--- config.mk ---
export PLATFORM = sky130hd
export DESIGN_NAME = motor_dir_sequencer
export DESIGN_NICKNAME = d
export VERILOG_FILES = /design/src/rtl/motor_dir_sequencer.sv
export SDC_FILE = /design/constraint.sdc
export NUM_CORES = 1
export LEC_CHECK = 0
export ABC_AREA = 1
export CAP_MARGIN = 15
export CORE_MARGIN = 10
export CORE_UTILIZATION = 50
export DETAILED_ROUTE_END_ITERATION = 8
export GPL_ROUTABILITY_DRIVEN = 0
export PLACE_DENSITY = 0.86
export SLEW_MARGIN = 20
export SYNTH_ARGS = -nofsm -noshare
export SYNTH_HDL_FRONTEND = slang
export SYNTH_SLANG_ARGS = --single-unit
--- constraint.sdc ---
create_clock -name clk -period 1.9 [get_ports clk]
set_clock_uncertainty 0.15 [all_clocks]
set_input_delay 0.285 -clock clk [delete_from_list [all_inputs] [get_ports clk]]
set_output_delay 0.285 -clock clk [all_outputs]
set_load 0.01 [all_outputs]
--- src/rtl/motor_dir_sequencer.sv ---
// motor_dir_sequencer: direction command sequencer for the motor drive.
// Adds a fixed dead-time (sel_out=00) between any running direction and
// a stop or reversal, and latches faults until explicitly acknowledged.
// Optional build macro MOTOR_SEQ_FAULT_CNT_EN adds a saturating fault_count
// output; the default build leaves the port and counter out.
module motor_dir_sequencer #(
    parameter int DEAD_CYCLES = 16,
    parameter int CNT_W       = 8
) (
    input  logic       clk,
    input  logic       rst,
    input  logic [1:0] cmd,
    input  logic       fault_in,
    input  logic       fault_clr,
    output logic [1:0] sel_out,
    output logic       busy,
    output logic       fault,
`ifdef MOTOR_SEQ_FAULT_CNT_EN
    output logic [7:0] fault_count,
`endif
    output logic [2:0] state_o
);

    typedef enum logic [2:0] {
        IDLE  = 3'd0,
        CW    = 3'd1,
        CCW   = 3'd2,
        DEAD  = 3'd3,
        FAULT = 3'd4
    } state_t;

    // Terminal count: the counter starts at 0, so DEAD lasts DEAD_CYCLES cycles.
    localparam logic [CNT_W-1:0] DEAD_LAST = CNT_W'(DEAD_CYCLES - 1);

    state_t           state_reg, state_next;
    state_t           target_reg, target_next;
    logic [CNT_W-1:0] cnt_reg, cnt_next;
    logic             fault_entry;

    // Map a command onto the state it requests; 11 never gets here because
    // it is diverted to FAULT first.
    function automatic state_t cmd_target(input logic [1:0] c);
        case (c)
            2'b01:   return CW;
            2'b10:   return CCW;
            default: return IDLE;
        endcase
    endfunction

    // State, dead-time counter and pending target registers.
    always_ff @(posedge clk) begin
        if (rst) begin
            state_reg  <= IDLE;
            target_reg <= IDLE;
            cnt_reg    <= '0;
        end else begin
            state_reg  <= state_next;
            target_reg <= target_next;
            cnt_reg    <= cnt_next;
        end
    end

    // Next-state logic: fault entry beats every normal transition.
    always_comb begin
        state_next  = state_reg;
        target_next = target_reg;
        cnt_next    = cnt_reg;
        fault_entry = fault_in || (cmd == 2'b11);

        if (fault_entry) begin
            // Also aborts a dead-time in progress.
            state_next = FAULT;
            cnt_next   = '0;
        end else begin
            case (state_reg)
                IDLE: begin
                    // Output already off, so a direction starts immediately.
                    state_next = cmd_target(cmd);
                end
                CW: begin
                    if (cmd != 2'b01) begin
                        state_next  = DEAD;
                        target_next = cmd_target(cmd);
                        cnt_next    = '0;
                    end
                end
                CCW: begin
                    if (cmd != 2'b10) begin
                        state_next  = DEAD;
                        target_next = cmd_target(cmd);
                        cnt_next    = '0;
                    end
                end
                DEAD: begin
                    // Target follows cmd every cycle; the count is never disturbed.
                    target_next = cmd_target(cmd);
                    if (cnt_reg == DEAD_LAST) begin
                        state_next = cmd_target(cmd);
                        cnt_next   = '0;
                    end else begin
                        cnt_next = cnt_reg + 1'b1;
                    end
                end
                FAULT: begin
                    // fault_in is already known low here.
                    if (fault_clr && (cmd == 2'b00)) begin
                        state_next  = DEAD;
                        target_next = IDLE;
                        cnt_next    = '0;
                    end
                end
                default: begin
                    state_next  = IDLE;
                    target_next = IDLE;
                    cnt_next    = '0;
                end
            endcase
        end
    end

    // Direction select: bit 0 is CW, bit 1 is CCW, so 11 cannot be decoded.
    generate
        for (genvar gi = 0; gi < 2; gi++) begin : g_sel
            assign sel_out[gi] = (state_reg == ((gi == 0) ? CW : CCW));
        end
    endgenerate

    assign busy    = (state_reg == DEAD);
    assign fault   = (state_reg == FAULT);
    assign state_o = state_reg;

`ifdef MOTOR_SEQ_FAULT_CNT_EN
    logic [7:0] fault_count_reg;

    // Count entries into FAULT from any other state, saturating at 255.
    always_ff @(posedge clk) begin
        if (rst) begin
            fault_count_reg <= '0;
        end else if ((state_next == FAULT) && (state_reg != FAULT) &&
                     (fault_count_reg != 8'hFF)) begin
            fault_count_reg <= fault_count_reg + 8'd1;
        end
    end

    assign fault_count = fault_count_reg;
`endif

    // Both directions selected at once would short the drive.
    always_ff @(posedge clk) begin
        if (!rst) begin
            assert (sel_out != 2'b11);
        end
    end

endmodule

==> flow_metrics.tcl <==
set metrics [dict create \
    finalHoldWorstSlack_ns 0.340 \
    end_kind "primary output" \
    vias 743 \
    crit_chain "clkdlybuf4s50_1" \
    start_kind "register" \
    drc 0 \
    ys_async_sr_fraction_pct 0 \
    relSlewSlack_pct 83.5 \
    synth_top_family_by_area "simple AND/OR/NAND/NOR gates" \
    tritoncts "yes" \
    path_delay_family "buffers and inverters" \
    cpMaxStageDelayCell "clkdlybuf4s50_1" \
    synthTopCellsByArea "dfxtp_1, nand2_1, a21oi_1, nor2_1, inv_1" \
    die_x_um 58.1 \
    nets 137 \
    r2r_cells 6 \
    synth-compound-area-share_pct 10.2 \
    power_uw 518 \
    dp_hpwl_um 1270 \
    grt_antenna_before_repair 0 \
    worstReg2RegEnd "state_o[1]" \
    area_growth_pct 28.1 \
    drive_above_1_share_pct 23.3 \
    ys_ff_latch 11 \
    synthFlopType "dfxtp_1" \
    synthSimpleGateAreaFrac_pct 46.9 \
    ant_nets 0 \
    first_pass_iters 4 \
    synth_cell_type_count 23 \
    wl_per_cell_um 11.5 \
    syn_inst 110 \
    r2r_start "cnt_reg[0]" \
    maxClockFrequency_ghz 0.596 \
    cp.depth 1 \
    worst_slew_pin_slew_ns 0.248 \
    syn_nets 117 \
    largest_reg_flops 8 \
    rows 13 \
    rsz0062_at_grt "no" \
    grt_overflow 0 \
    critPathKind "register to primary output" \
    setup_viol 0 \
    fin_cells 144 \
    grt_pass1_vias 748 \
    cts_sinks 11 \
    dpl_worst_slack_ns 0.162 \
    vias_per_cell 5.16 \
    fin_crit_sh_pct 88.3 \
    crit_required_ns 1.46 \
    yosysMostFrequentCell "nand2_1" \
    die_y_um 58.1 \
    clkTransAtPathRegs_ns 0.07 \
    placed_cells 138 \
    path_buf_inv 1 \
    diodes 0 \
    yosys.area.top_type "dfxtp_1" \
    placed_area_um2 872 \
    h-tree-depth 1 \
    syn_area_per_cell_um2 6.60 \
    min_path_type "register to register" \
    design_area_um2 930 \
    slowest_delay_ns 0.56 \
    synth_fa_ha_area_share_pct 1.72 \
    min_from "cnt_reg[1]" \
    pwr_density_cell_nw_per_um2 558 \
    cap_violations 0 \
    drv_slew 0 \
    grt_max_degree 9 \
    die-area_um2 3380 \
    synthTopCellsByCount "nand2_1, nor2_1, dfxtp_1, inv_1, a21oi_1" \
    yosys_warnings 0 \
    synth_mux_area_share_pct 0 \
    clockBufferDepth 2 \
    clk_latency_ns 0.27 \
    io_pins 13 \
    grt_pass1_wl_um 2880 \
    p_leak_nw 0.471 \
    grt_use_total_pct 10.4 \
    min_path_cells 2 \
    finalWorstSetupSlack_ns 0.222 \
    drtIter0Drc 9 \
    finalHoldViolCount 0 \
    synth_top_area_share_pct 30.3 \
    outcome "finished, final reports clean" \
    fin_tns_setup_ns 0 \
    worst-endpoint-arrival_ns 1.24 \
    period_needed_ns 1.68 \
    synth-xor-area-share_pct 2.41 \
    fin_util_pct 69.7 \
    seq_area_frac_synth_pct 30.3 \
    initial_core_util_pct 54.4 \
    root_buffer "clkbuf_4" \
    synth_edf_count 0 \
    wirelength_um 1650 \
    reg2reg_slack_ns 0.38 \
    cp_max_fo 6 \
    cts_buffers 3 \
    peakVddDrop_mv 0.319 \
    core_um2 1330 \
    whs_endpoint "cnt_reg[1]" \
    portBuffers 12 \
    synth.cell_area_um2 726 \
    postCtsHoldBufs 0 \
]
[cell families after synthesis]
group / Yosys count
AO/OA/AOI/OAI: 14
XOR/XNOR: 2
adder cells (fa/ha/maj): 1
buffers and inverters: 16
flip-flops: 11
AND/OR/NAND/NOR: 66
[metal layers]
layer,up-vias,track usage (%),wire length [um]
met1,335,10.0,735
met3,6,2.61,69
met2,16,17.9,785
met4,0,9.40,64
li1,386,-,-
met5,-,0,0
[power breakdown]
group	total (mW)	switching, mW	internal [mW]	leakage, nW
Sequential	0.244	0.00820	0.235	0.0903
Clock	0.159	0.0778	0.0813	0.0150
Combinational	0.116	0.0651	0.0505	0.366
[tightest hold or removal path: stages (launching register included)]
cell and delay (ns):
dfxtp_1 0.33, nand2_1 0.07, a21oi_1 0.05
[how the worst max path moves through the flow]
stage                    start          to  slack (ns)
floorplan           state_o[1]  state_o[0]        0.56
global placement    state_o[1]        busy        0.22
detailed placement      cmd[1]  state_o[1]        0.16
CTS                 state_o[2]  sel_out[0]        0.03
global route        state_o[0]  state_o[0]        0.17
finish              state_o[0]  state_o[0]        0.22
[timing repair]
action / CTS / global route
pin swaps: 0 / 0
endpoints found under the setup margin: 4 / 3
gates resized for setup: 4 / 4
setup buffers: 0 / 2
[final cells by class]
class,count,area [um^2]
well taps,15,18.8
inverters,16,61.3
repair buffers,15,149
flip-flops and latches,11,225
fillers,120,404
clock buffers,4,26.3
multi-input cells,83,449
[layout by cell type (no fill, tap or decap), types with 4 or more instances in the layout]
master           Yosys  routed
nor2_1              12      12
inv_2                4       4
clkdlybuf4s50_1      0       8
nand2_1             30      30
inv_1               11      11
nor2_2               5       5
a21oi_1             10      10
nand3_1              7       6
nand3_2              4       5
dfxtp_1             11       9
No activity file was read; power rests on OpenSTA's default activity.
